[config.mk]
export PLATFORM = sky130hd
export DESIGN_NAME = axi_mem_sram_bridge
export DESIGN_NICKNAME = d
export VERILOG_FILES = /design/src/rtl/axi_mem_sram_bridge.sv
export SDC_FILE = /design/constraint.sdc
export NUM_CORES = 1
export LEC_CHECK = 0
export ABC_CLOCK_PERIOD_IN_PS = 5590
export CORE_AREA = 2 2 188 190
export DETAILED_ROUTE_END_ITERATION = 16
export DIE_AREA = 0 0 190 192
export PLACE_DENSITY = 0.7
export SYNTH_ARGS = -nofsm -noshare
export SYNTH_HDL_FRONTEND = slang
export SYNTH_SLANG_ARGS = --single-unit
[constraint.sdc]
create_clock -name clk_i -period 5.59 [get_ports clk_i]
set_clock_uncertainty 0.05 [all_clocks]
set_input_delay 0.8385 -clock clk_i [delete_from_list [all_inputs] [get_ports clk_i]]
set_output_delay 0.8385 -clock clk_i [all_outputs]
set_load 0.02 [all_outputs]
[src/rtl/axi_mem_sram_bridge.sv]
`default_nettype none
// ============================================================================
// Module   : axi_mem_sram_bridge
// Brief    : AXI4 slave serving one on-chip SRAM region. Bursts are split
//            into single-beat SRAM accesses, one burst at a time, with a
//            read/write arbiter and OKAY/SLVERR/DECERR response generation.
// Revision : 1.0 - initial release
// ============================================================================
module axi_mem_sram_bridge #(
    parameter int unsigned AXI_ID_WIDTH = 4,
    parameter logic [63:0] MEM_BASE     = 64'h0000_0000_0004_0000,
    parameter logic [63:0] MEM_LENGTH   = 64'h0000_0000_0000_4000,
    parameter int unsigned SRAM_AW      = 11
) (
    input  logic                    clk_i,
    input  logic                    rst_i,
    // write address channel
    input  logic [AXI_ID_WIDTH-1:0] axi_awid,
    input  logic [63:0]             axi_awaddr,
    input  logic [7:0]              axi_awlen,
    input  logic [2:0]              axi_awsize,
    input  logic [1:0]              axi_awburst,
    input  logic [5:0]              axi_awatop,
    input  logic                    axi_awvalid,
    output logic                    axi_awready,
    // write data channel
    input  logic [63:0]             axi_wdata,
    input  logic [7:0]              axi_wstrb,
    input  logic                    axi_wlast,
    input  logic                    axi_wvalid,
    output logic                    axi_wready,
    // write response channel
    output logic [AXI_ID_WIDTH-1:0] axi_bid,
    output logic [1:0]              axi_bresp,
    output logic                    axi_bvalid,
    input  logic                    axi_bready,
    // read address channel
    input  logic [AXI_ID_WIDTH-1:0] axi_arid,
    input  logic [63:0]             axi_araddr,
    input  logic [7:0]              axi_arlen,
    input  logic [2:0]              axi_arsize,
    input  logic [1:0]              axi_arburst,
    input  logic                    axi_arvalid,
    output logic                    axi_arready,
    // read data channel
    output logic [AXI_ID_WIDTH-1:0] axi_rid,
    output logic [63:0]             axi_rdata,
    output logic [1:0]              axi_rresp,
    output logic                    axi_rlast,
    output logic                    axi_rvalid,
    input  logic                    axi_rready,
    // SRAM port
    output logic                    sram_req_o,
    output logic                    sram_we_o,
    output logic [SRAM_AW-1:0]      sram_addr_o,
    output logic [63:0]             sram_wdata_o,
    output logic [7:0]              sram_be_o,
    input  logic [63:0]             sram_rdata_i
);

    localparam logic [1:0] c_ST_IDLE   = 2'd0;
    localparam logic [1:0] c_ST_WDATA  = 2'd1;
    localparam logic [1:0] c_ST_WRESP  = 2'd2;
    localparam logic [1:0] c_ST_RDATA  = 2'd3;

    localparam logic [1:0] c_RESP_OKAY   = 2'b00;
    localparam logic [1:0] c_RESP_SLVERR = 2'b10;
    localparam logic [1:0] c_RESP_DECERR = 2'b11;

    localparam logic [1:0] c_BURST_FIXED = 2'b00;
    localparam logic [1:0] c_BURST_WRAP  = 2'b10;

    localparam logic [64:0] c_REGION_END = {1'b0, MEM_BASE} + {1'b0, MEM_LENGTH};

    logic [1:0]              r_state;
    logic [1:0]              w_state_nxt;
    logic                    r_prio_wr;
    logic [AXI_ID_WIDTH-1:0] r_id;
    logic [SRAM_AW-1:0]      r_addr;
    logic [7:0]              r_len;
    logic [1:0]              r_err;
    logic                    r_fixed;
    logic [7:0]              r_beat;
    logic [8:0]              r_issue_cnt;
    logic                    r_inflight;
    logic [63:0]             r_fifo [2];
    logic                    r_wptr;
    logic                    r_rptr;
    logic [1:0]              r_occ;

    logic                    w_idle;
    logic                    w_sel_wr;
    logic                    w_sel_rd;
    logic                    w_aw_hs;
    logic                    w_ar_hs;
    logic [AXI_ID_WIDTH-1:0] w_req_id;
    logic [63:0]             w_req_addr;
    logic [7:0]              w_req_len;
    logic [2:0]              w_req_size;
    logic [1:0]              w_req_burst;
    logic [5:0]              w_req_atop;
    logic [64:0]             w_req_end;
    logic [63:0]             w_req_offset;
    logic [SRAM_AW-1:0]      w_req_word;
    logic                    w_decerr;
    logic                    w_slverr;
    logic [1:0]              w_req_err;
    logic                    w_w_hs;
    logic                    w_w_last;
    logic                    w_pop;
    logic                    w_r_last;
    logic [1:0]              w_outstanding;
    logic                    w_issue;
    logic                    w_unused;

    // Arbitration: a lone valid wins; on a tie the priority holder wins.
    assign w_idle   = (r_state == c_ST_IDLE);
    assign w_sel_wr = axi_awvalid && (!axi_arvalid || r_prio_wr);
    assign w_sel_rd = axi_arvalid && (!axi_awvalid || !r_prio_wr);
    assign w_aw_hs  = w_idle && w_sel_wr;
    assign w_ar_hs  = w_idle && w_sel_rd;

    // The selected request is classified once, for whichever channel won.
    assign w_req_id    = w_sel_wr ? axi_awid    : axi_arid;
    assign w_req_addr  = w_sel_wr ? axi_awaddr  : axi_araddr;
    assign w_req_len   = w_sel_wr ? axi_awlen   : axi_arlen;
    assign w_req_size  = w_sel_wr ? axi_awsize  : axi_arsize;
    assign w_req_burst = w_sel_wr ? axi_awburst : axi_arburst;
    assign w_req_atop  = w_sel_wr ? axi_awatop  : 6'd0;

    // Last byte touched = addr + len*8 + 7, kept in 65 bits so it cannot wrap.
    assign w_req_end    = {1'b0, w_req_addr} + {54'd0, w_req_len, 3'b111};
    assign w_decerr     = (w_req_addr < MEM_BASE) || (w_req_end >= c_REGION_END);
    assign w_slverr     = (w_req_size != 3'd3) || (w_req_burst == c_BURST_WRAP) ||
                          (w_req_addr[2:0] != 3'd0) || (w_req_atop != 6'd0);
    assign w_req_err    = w_decerr ? c_RESP_DECERR :
                          w_slverr ? c_RESP_SLVERR : c_RESP_OKAY;
    assign w_req_offset = w_req_addr - MEM_BASE;
    assign w_req_word   = w_req_offset[SRAM_AW+2:3];

    // Write beats: termination is counted from len, wlast is not trusted.
    assign w_w_hs   = (r_state == c_ST_WDATA) && axi_wvalid;
    assign w_w_last = (r_beat == r_len);

    // Read path: occupancy after this cycle's pop plus the read in flight
    // never exceeds the two FIFO entries, which still allows one beat/cycle.
    assign w_pop         = axi_rvalid && axi_rready;
    assign w_r_last      = (r_beat == r_len);
    assign w_outstanding = r_occ + {1'b0, r_inflight} - {1'b0, w_pop};
    assign w_issue       = (r_state == c_ST_RDATA) &&
                           (r_issue_cnt <= {1'b0, r_len}) &&
                           (w_outstanding < 2'd2);

    assign axi_awready = w_aw_hs;
    assign axi_arready = w_ar_hs;
    assign axi_wready  = (r_state == c_ST_WDATA);
    assign axi_bvalid  = (r_state == c_ST_WRESP);
    assign axi_bid     = r_id;
    assign axi_bresp   = r_err;
    assign axi_rvalid  = (r_state == c_ST_RDATA) && (r_occ != 2'd0);
    assign axi_rdata   = r_fifo[r_rptr];
    assign axi_rresp   = r_err;
    assign axi_rlast   = w_r_last;
    assign axi_rid     = r_id;

    // Errored bursts walk through every beat but never touch the SRAM.
    assign sram_req_o   = (r_err == c_RESP_OKAY) && (w_w_hs || w_issue);
    assign sram_we_o    = (r_state == c_ST_WDATA);
    assign sram_addr_o  = r_addr;
    assign sram_wdata_o = axi_wdata;
    assign sram_be_o    = (r_state == c_ST_WDATA) ? axi_wstrb : 8'd0;

    assign w_unused = ^{axi_wlast, w_req_offset[63:SRAM_AW+3], w_req_offset[2:0]};

    // State register.
    always_ff @(posedge clk_i) begin
        if (rst_i) begin
            r_state <= c_ST_IDLE;
        end else begin
            r_state <= w_state_nxt;
        end
    end

    // Next-state logic: one burst at a time, back to IDLE after the response.
    always_comb begin
        w_state_nxt = r_state;
        case (r_state)
            c_ST_IDLE: begin
                if (w_aw_hs) begin
                    w_state_nxt = c_ST_WDATA;
                end else if (w_ar_hs) begin
                    w_state_nxt = c_ST_RDATA;
                end
            end
            c_ST_WDATA: begin
                if (w_w_hs && w_w_last) begin
                    w_state_nxt = c_ST_WRESP;
                end
            end
            c_ST_WRESP: begin
                if (axi_bready) begin
                    w_state_nxt = c_ST_IDLE;
                end
            end
            c_ST_RDATA: begin
                if (w_pop && w_r_last) begin
                    w_state_nxt = c_ST_IDLE;
                end
            end
            default: w_state_nxt = c_ST_IDLE;
        endcase
    end

    // Burst context, beat counters, arbitration priority and FIFO pointers.
    always_ff @(posedge clk_i) begin
        if (rst_i) begin
            r_prio_wr   <= 1'b1;
            r_id        <= '0;
            r_addr      <= '0;
            r_len       <= 8'd0;
            r_err       <= c_RESP_OKAY;
            r_fixed     <= 1'b0;
            r_beat      <= 8'd0;
            r_issue_cnt <= 9'd0;
            r_inflight  <= 1'b0;
            r_wptr      <= 1'b0;
            r_rptr      <= 1'b0;
            r_occ       <= 2'd0;
        end else begin
            if (w_aw_hs || w_ar_hs) begin
                r_id        <= w_req_id;
                r_addr      <= w_req_word;
                r_len       <= w_req_len;
                r_err       <= w_req_err;
                r_fixed     <= (w_req_burst == c_BURST_FIXED);
                r_beat      <= 8'd0;
                r_issue_cnt <= 9'd0;
                if (axi_awvalid && axi_arvalid) begin
                    r_prio_wr <= ~r_prio_wr;
                end
            end
            if (w_w_hs) begin
                r_beat <= r_beat + 8'd1;
                if (!r_fixed) begin
                    r_addr <= r_addr + SRAM_AW'(1);
                end
            end
            if (w_issue) begin
                r_issue_cnt <= r_issue_cnt + 9'd1;
                if (!r_fixed) begin
                    r_addr <= r_addr + SRAM_AW'(1);
                end
            end
            r_inflight <= w_issue;
            if (r_inflight) begin
                r_wptr <= ~r_wptr;
            end
            if (w_pop) begin
                r_rptr <= ~r_rptr;
                r_beat <= r_beat + 8'd1;
            end
            r_occ <= r_occ + {1'b0, r_inflight} - {1'b0, w_pop};
        end
    end

    // Read data lands one cycle after its strobe; errored bursts return zero.
    always_ff @(posedge clk_i) begin
        if (r_inflight) begin
            r_fifo[r_wptr] <= (r_err == c_RESP_OKAY) ? sram_rdata_i : 64'd0;
        end
    end

endmodule
`default_nettype wire

# ---- Word level (Yosys, flattened, before mapping)
# Memories as Yosys holds them, arrays and structs flattened. A register that Yosys moved wholly into a read port is not among the register bits.
# Cells that the tools add are included.
# Widths: inputs -> output; s select.
dict set report op_classes {
  n_reduce_logical 34
  muxes 30
  bitwise 3
  div_mod_pow 0
  magnitude_cmp 4
  n_eq_ne 10
  multipliers 0
  add_sub_neg 7
  n_shift 0
}
# operator n
set op_table {}
lappend op_table {{$mux 64} 2}
lappend op_table {{$add 64x11->65} 1}
lappend op_table {{$ge 65x19->1 const B} 1}
lappend op_table {{$lt 64x19->1 const B} 1}
lappend op_table {{$mux 11} 5}
lappend op_table {{$mux 8} 5}
lappend op_table {{$mux 9} 2}
lappend op_table {{$mux 2} 8}
lappend op_table {{$sub 14x1->14 const B} 1}
lappend op_table {{$logic_and 1x1->1} 13}
lappend op_table {{$add 11x1->11 const B} 1}
lappend op_table {{$add 9x1->9 const B} 1}
lappend op_table {{$le 9x8->1} 1}
lappend op_table {{$add 8x1->8 const B} 1}
lappend op_table {{$eq 8x8->1} 1}
lappend op_table {{$logic_or 1x1->1} 8}
lappend op_table {{$pmux 2 s4} 1}
lappend op_table {{$eq 2x2->1 const B} 3}
lappend op_table {{$logic_not 2->1} 3}
lappend op_table {{$mux 6} 1}
lappend op_table {{$ne 2x1->1 const B} 3}
lappend op_table {{$reduce_bool 3->1} 2}
lappend op_table {{$reduce_bool 6->1} 1}
lappend op_table {{$mux 1} 4}
lappend op_table {{13 further kinds} 18}
dict set report word_totals {
  ramBits 128
  mem_bits_ro 0
  elab_cells 102
  latchBits 0
  n_memories 1
  output_inout_bits 167
  register_bits 51
}
# name depth word_bits rd rd_ports_with_merged_regs write_ports line
set mem_list {}
lappend mem_list {r_fifo 2 64 1 1 1 86} ;# logic [63:0] r_fifo [2];

# ---- Logic depth before layout (Yosys ltp)
# Gate-level depths: netlist of the first run.
dict set report logic_depth {
  ltp_word 10
  ltp_mapped 22
}

# ---- Worst setup path after synthesis of the first run
# Ideal clock, no wire load.
dict set report synth_path {
  path_kind {input-to-reg}
  startpoint {input axi_arvalid}
  endpoint {register r_err[1] (netlist: axi_bresp[1])}
  cell_stages 20
  setup_ns 0.133
  path_buffers 6
  path_slack_ns -0.011
  t_required_ns 5.407
  t_arrival_ns 5.418
  cell_sequence {nand2b_1 -> buf_4 -> nand2_2 -> buf_2 -> buf_1 -> buf_2 -> buf_1 -> clkbuf_1 -> nand2_1 -> nand2_1 -> ha_1 -> a21o_1 -> nor4_1 -> a2111o_1 -> or2_2 -> a22oi_1 -> nor4b_2 -> nand4_1 -> nor4_2 -> a211oi_1}
}
dict set report synth_between {
  word_cells_on_any_way 25
  classes_between {1 x add/sub; 2 x order compare; 2 x eq/ne; 7 x mux; 13 x reduce/logical}
}
# element line
set synth_rtl {}
lappend synth_rtl {{from (decl)} 43} ;# input logic axi_arvalid,
lappend synth_rtl {{$logic_not 1->1} 118} ;# assign w_sel_wr = axi_awvalid && (!axi_arvalid || r_prio_wr);
lappend synth_rtl {{$logic_or 1x1->1} 118}
lappend synth_rtl {{$logic_and 1x1->1} 118}
lappend synth_rtl {{$mux 8} 126} ;# assign w_req_len = w_sel_wr ? axi_awlen : axi_arlen;
lappend synth_rtl {{named net w_req_len[6]} 98} ;# logic [7:0] w_req_len;
lappend synth_rtl {{$add 64x11->65} 132} ;# assign w_req_end = {1'b0, w_req_addr} + {54'd0, w_req_len, 3'b111};
lappend synth_rtl {{$ge 65x19->1} 133} ;# assign w_decerr = (w_req_addr < MEM_BASE) || (w_req_end >= c_REGION_END);
lappend synth_rtl {{$logic_or 1x1->1} 133}
lappend synth_rtl {{$mux 2} 136} ;# assign w_req_err = w_decerr ? c_RESP_DECERR :
lappend synth_rtl {{to (signal assigned)} 221} ;# r_err <= c_RESP_OKAY;
lappend synth_rtl {{to (signal assigned)} 234} ;# r_err <= w_req_err;
lappend synth_rtl {{to (decl)} 81} ;# logic [1:0] r_err;
# The timed path passes the listed nets, and every way through them passes these cells.
# A chain may end at the register's enable or synchronous reset.

# ---- Worst setup path in the final report of the first run
dict set report layout_path {
  startpoint {input axi_arvalid}
  endpoint {register r_err[1] (netlist: axi_bresp[1])}
}
dict set report layout_between {
  elab_chain_cells 10
  word_cells_on_any_way 25
  classes_between {1 x add/sub; 2 x order compare; 2 x eq/ne; 7 x mux; 13 x reduce/logical}
}
# element
set layout_rtl {}
lappend layout_rtl {{parallel branches: the longest is 10 deep, another holds $add 64x11->65}}
# Several ways; the timed one is not identified.

==> reports/metrics.cfg, run 1 <==
[run_status]
status = finished, final reports clean

[synthesis]
syn_area_um2 = 12100
ys_types = 89
yosysTopAreaCellShare_pct = 31.9
synth.net_count = 1607
synthMostInstantiatedCell = nand2_1
yosys_warnings = 0
async_flop_share_pct = 0
synth-edff-count = 128
post-synth-top-area-cell = edfxtp_1
syn_area_per_cell_um2 = 9.47
yosysSeqAreaShare_pct = 40.5
synth_seq_cells = 180
synth_common_cells = 149 x nand2_1, 128 x edfxtp_1, 84 x and2_1
synth.area.top_cells = edfxtp_1 32%, dfxtp_1 8.6%, mux2_2 6.8%
synth_ff_type = edfxtp_1
syn-instance-count = 1274

[sta]
fin_ws_ns = 0.534
slew_violations = 0
max_freq_ghz = 0.198
max_slew_margin_pct = 10.1
period_share_pct = 90.4
final-hold-violation-count = 0
rsz0062_at_grt = no
worst_pin_slew_ns = 1.31
fin_crit_ns = 5.06
fin_setup_tns_ns = 0
setup_violations = 0

[route]
drt_iter0_drc = 1043
routed-via-count = 11294
vias_per_cell = 5.64
drc_errors = 0
totalWireLength_mm = 44.0
avgRoutedWirePerCell_um = 21.9
final_antenna_net_count = 0
drt_first_pass_iters = 5

[global_routing]
grt_max_degree = 66
grt_use_met3_pct = 6.76
use_met2_pct = 39.0
grt_pass1_vias = 11053
use_met1_pct = 29.0
gr-usage-all-layers_pct = 23.2
grt-busiest-layer = met2
grt_overflow = 0
antenna_found_initial = 1
grt_pass1_wl_mm = 64.8

[die]
rows = 68
start_util_pct = 35.2
core_area_um2 = 34300
die-area_um2 = 36500
die_w_um = 190
io_pins = 479
die_h_um = 192

[placed_design]
io_buffer_count = 349
place_inst = 1971
preCtsSetupSlack_ns = 0.108
place.detailed.hpwl_mm = 34.1
gp_congestion = 1.01

[power_and_ir_drop]
max-vdd-ir-drop_mv = 0.200
power.total_uw = 3980
power_density_nw_per_um2 = 247
p_leak_uw = 0.00559

[clock_network]
postCtsHoldBufs = 0
cts_tree = built
cts_buffer_depth = 2
cts_inserted_buffers = 17
cts_resized = 0
path_clk_slew_ns = 0.08
cts_max_level = 4
clockRootBuffer = clkbuf_16
post_cts_buffers = 0
cts.sinks = 180
clock_latency_ns = 0.43

[worst_setup_path]
crit_fanout = 20
start_kind = input pin
cp.required_ns = 5.82
cp.arrival_ns = 5.28
timing.critical_path.to_type = flop
crit_type = input pin to flop

[finish]
nets = 1868
fin_cells = 2004
nFillCells = 3192
drive_above_1_share_pct = 10.2
finish.utilization_pct = 47.1
areaGrowthSynthToFinish_pct = 33.9

[run]
cap_violations = 0

[hold_path]
hp-class = flop to flop

-- cell families (layout without fill, tap and decap cells) --
kind of cell	count (synthesis)	in the layout	share of synthesized area, %
buffers and inverters	149	423	7.19
other	0	1	0
flip-flops	180	180	40.5
AO/OA/AOI/OAI	219	219	13.0
AND/OR/NAND/NOR	554	554	24.3
multiplexers	109	109	9.80
adder cells (fa/ha/maj)	21	21	2.18
XOR/XNOR	42	42	3.05
-- layer usage --
metal / share of wire [%] / vias to the layer above / wire (µm)
li1: - / 5222 / -
met1: 40 / 5337 / 17700
met2: 47 / 665 / 20500
met3: 11 / 70 / 4620
met4: 2.7 / 0 / 1180
met5: 0 / - / 0
-- report_power, final --
part / internal, µW / switching [µW]
Combinational: 505 / 640
Clock: 627 / 644
Sequential: 1510 / 54.1
Total: 2650 / 1340
-- worst max-delay path, cell delays in order --
cell             delay, ns
clkdlybuf4s50_1       0.49
and2b_4               0.22
nor2_4                0.38
nand2_1               0.10
nand2_1               0.15
ha_1                  0.18
nand2_1               0.08
nor2_1                0.25
o32a_1                0.34
o211ai_1              0.24
or4_1                 0.57
xor2_1                0.15
a2111oi_0             0.49
nand4_1               0.17
nor4_2                0.48
a211oi_1              0.14
-- area by class of cell --
class                           count  area (µm²)  share of cell area (%)
Clock inverter                     15         208                    1.29
Clock buffer                       17         425                    2.63
Timing Repair Buffer              371        3650                    22.6
Tap cell                          455         569                    3.52
Inverter                           20        75.1                   0.465
Antenna cell                        1        2.50                  0.0155
Sequential cell                   180        4890                    30.2
Multi-Input combinational cell    945        6340                    39.2
-- cells in the final DEF, fill, tap and decap left out, drive strengths merged, types with 17 or more instances in the layout --
| master | count |
|---|---|
| and3 | 35 |
| ha | 21 |
| nor4 | 42 |
| inv | 29 |
| nor3 | 30 |
| nor2 | 74 |
| nand4 | 31 |
| o21ai | 40 |
| a31oi | 18 |
| xnor2 | 26 |
| and2 | 84 |
| a21oi | 52 |
| buf | 23 |
| edfxtp | 128 |
| nand3 | 51 |
| clkdlybuf4s50 | 348 |
| dfxtp | 52 |
| mux2 | 73 |
| nand2 | 150 |
| clkbuf | 17 |
| mux2i | 36 |
-- worst paths after layout --
path / startpoint / endpoint / slack (ns) / cells after the start
worst max-delay path: axi_arvalid / axi_bresp[1] / 0.53 / 16
worst min-delay path: r_issue_cnt[8] / r_issue_cnt[8] / 0.43 / 1
worst max register to register: r_prio_wr / axi_bresp[1] / 1.06 / 15
worst min register to register: r_issue_cnt[8] / r_issue_cnt[8] / 0.43 / 1
-- sequential cells by signal, summed over array words and instances (netlist names), named ones only --
register,count
r_len,8
r_beat,8
sram_addr_o,11
r_wptr,1
r_state,2
axi_bresp,2
r_occ,2
r_prio_wr,1
r_issue_cnt,9
r_fifo,128
axi_bid,4
r_fixed,1
r_rptr,1
r_inflight,1
-- through the flow --
step | hold WS, ns | cell area, µm²
5_1_grt | 0.448 | 16200
6_report | 0.428 | 16200
4_1_cts | 0.424 | 16200
3_5_place_dp | 0.405 | 15500
2_1_floorplan | 0.385 | 12100
3_3_place_gp | 0.399 | 15500
Note: power is estimated with default switching activity, not from simulation.
==> inputs of run 2 (changes only) <==
- GPL_TIMING_DRIVEN: not set -> 0
==> run 2 against run 1 <==
  * Utilization rose by 4.3 points
  * Highest routed layer unchanged
  * Via count rose by 8.9%
  * Fmax fell by 3.3%
  * Combinational power rose by 19%
  * Final cell count rose by 8.6%
  * First-iteration DRC count rose by 17%
  * Non-clock buffer count rose by 174
  * Flip-flop and latch count did not move
  * Critical path depth rose by 7
==> reports/metrics.cfg, run 2 (same netlist as run 1, synthesis figures left out) <==
[hold_path]
hp-class = flop to flop

[die]
die-area_um2 = 36500  ; unchanged
die_h_um = 192  ; unchanged
io_pins = 479  ; unchanged
die_w_um = 190  ; unchanged
core_area_um2 = 34300  ; unchanged
rows = 68  ; unchanged
start_util_pct = 35.2  ; unchanged

[run]
cap_violations = 0  ; unchanged

[power_and_ir_drop]
seqPwrFrac_pct = 38.4  ; -1.0 points
p_leak_uw = 0.00627  ; +12%
p_int_uw = 2710  ; +2.5%
max-vdd-ir-drop_mv = 0.205  ; +2.7%
p_clk_share_pct = 28.2  ; -3.7 points
combinationalPowerShare_pct = 33.4  ; +4.7 points
power_density_nw_per_um2 = 232  ; -6.0%
power.total_uw = 4080  ; +2.5%
swShare_pct = 33.6  ; about the same
power.switching_uw = 1370  ; +2.5%

[global_routing]
grt_pass1_wl_mm = 73.7  ; +14%
grt_pass1_vias = 12172  ; +10%
antenna_found_initial = 2  ; +1
gr-usage-all-layers_pct = 26.8  ; +3.6 points
grt_max_degree = 65  ; -1.5%
grt_overflow = 0  ; unchanged

[sta]
fin_ws_ns = 0.360  ; -0.174 ns
final-hold-violation-count = 0  ; unchanged
max_freq_ghz = 0.191  ; -3.3%
slew_violations = 0  ; unchanged
fin_setup_tns_ns = 0  ; unchanged
rsz0062_at_grt = no
period_share_pct = 93.6  ; +3.1 points
fin_crit_ns = 5.23  ; +0.174 ns
setup_violations = 0  ; unchanged
worst_pin_slew_ns = 1.03  ; -0.280 ns
max_slew_margin_pct = 31.0  ; +21 points

[finish]
areaGrowthSynthToFinish_pct = 46.1
largest_register = r_fifo
nets = 2042  ; +9.3%
largest_reg_flops = 128  ; unchanged
final_common_cell = clkdlybuf4s50_1
final_cell_mix = 411 x clkdlybuf4s50_1, 149 x nand2_1, 128 x edfxtp_1, 83 x and2_1, 80 x buf_4
fin_cells = 2177  ; +8.6%
drive_above_1_share_pct = 14.2  ; +4.0 points
finish.utilization_pct = 51.4  ; +4.3 points

[placed_design]
gp_congestion = 0.982  ; -2.8%
place.detailed.hpwl_mm = 40.6  ; +19%
place_inst = 2144  ; +8.8%
io_buffer_count = 412  ; +18%
preCtsSetupSlack_ns = -3.15  ; -3.26 ns

[route]
drc_errors = 0  ; unchanged
avgRoutedWirePerCell_um = 23.1  ; +5.3%
final_antenna_net_count = 0  ; unchanged
drt_first_pass_iters = 8  ; +3
vias_per_cell = 5.65  ; +0.24%
totalWireLength_mm = 50.3  ; +14%
drt_iter0_drc = 1225  ; +17%
routed-via-count = 12298  ; +8.9%

[worst_setup_path]
cp.arrival_ns = 5.47  ; +0.19 ns
cp.required_ns = 5.83  ; about the same
crit_fanout = 19  ; -5.0%
timing.critical_path.to_type = flop
start_kind = input pin
crit_type = input pin to flop

[run_status]
status = finished, final reports clean

[clock_network]
postCtsHoldBufs = 0  ; unchanged
cts.sinks = 180  ; unchanged
clockRootBuffer = clkbuf_16
cts_inserted_buffers = 17  ; unchanged
cts_max_level = 4  ; unchanged
clock_latency_ns = 0.42  ; about the same
cts_tree = built
path_clk_slew_ns = 0.07  ; about the same
cts_buffer_depth = 2  ; unchanged

==> run 2: cell types whose count changed in the layout (fill, tap and decap cells not counted), sizes merged <==
cell | previous run | this run
buf | 23 | 100
clkdlybuf4s50 | 348 | 411
clkbuf | 17 | 50
clkinv | 6 | 2
clkinvlp | 0 | 4
dlymetal6s2s | 0 | 1
inv | 29 | 28
==> run 2: area by class of cell <==
class / count / area (µm²)
tap: 455 / 569
clock inverter: 14 / 138
antenna: 1 / 2.50
inverter: 20 / 75.1
clock buffer: 17 / 425
timing repair buffer: 420 / 4230
sequential: 180 / 4880
multi-input combinational: 945 / 6460
fill: 3124 / 16700
buffer: 125 / 836
==> run 2: per-layer routing <==
layer	track usage [%]	vias to the layer above	part of all wire, %
li1	-	5567	-
met2	44.3	754	47
met4	9.39	0	3.2
met1	33.8	5863	40
met5	0	-	0
met3	7.20	114	10
==> run 2: worst max-delay path, stage by stage <==
cell and delay, ns:
dlymetal6s2s_1 0.18, and2b_4 0.21, buf_6 0.15, nor2_4 0.14, buf_4 0.23, buf_8 0.20
buf_12 0.20, clkbuf_8 0.21, nand2_1 0.06, nand2_1 0.12, ha_1 0.20, nand2_1 0.15
nor2_4 0.21, o32a_1 0.27, buf_4 0.15, o21ai_1 0.10, or3_1 0.41, or3b_2 0.46
a211oi_1 0.24, nand4_1 0.18, nor4_4 0.27, buf_4 0.19, a211oi_1 0.07
==> run 2: timing repair <==
action	in CTS	in global routing
endpoints found under the hold margin	0	0
endpoints found under the setup margin	3	2
pin swaps	7	6
gates resized for setup	43	10
setup buffers	5	0
==> run 2: path summary, 6_finish.rpt <==
path,start,endpoint,slack (ns),depth (start not counted)
max reg2reg,r_prio_wr,axi_bresp[1],0.56,22
max,axi_arvalid,axi_bresp[1],0.36,23
min reg2reg,r_issue_cnt[8],r_issue_cnt[8],0.41,1
min,r_issue_cnt[8],r_issue_cnt[8],0.41,1
==> run 2: power groups by stage <==
stage | Combinational, µW | Clock [µW] | Sequential (µW)
3_3_place_gp | 1300 | 0 | 1600
6_report | 1360 | 1150 | 1570
5_1_grt | 1450 | 1240 | 1580
3_5_place_dp | 1310 | 0 | 1600
2_1_floorplan | 651 | 0 | 1610
4_1_cts | 1340 | 1180 | 1570
==> run 2: stage by stage <==
| stage | hold slack (ns) | area (µm²) |
|---|---|---|
| 2_1_floorplan | 0.385 | 12100 |
| 3_3_place_gp | 0.398 | 16800 |
| 3_5_place_dp | 0.400 | 16800 |
| 4_1_cts | 0.415 | 17600 |
| 5_1_grt | 0.441 | 17600 |
| 6_report | 0.414 | 17600 |
==> inputs of run 3 (changes only) <==
- HOLD_SLACK_MARGIN: not set -> 0.06
==> results of run 3 <==
Same layout as run 2: the final DEF is identical, and so are final timing and power.
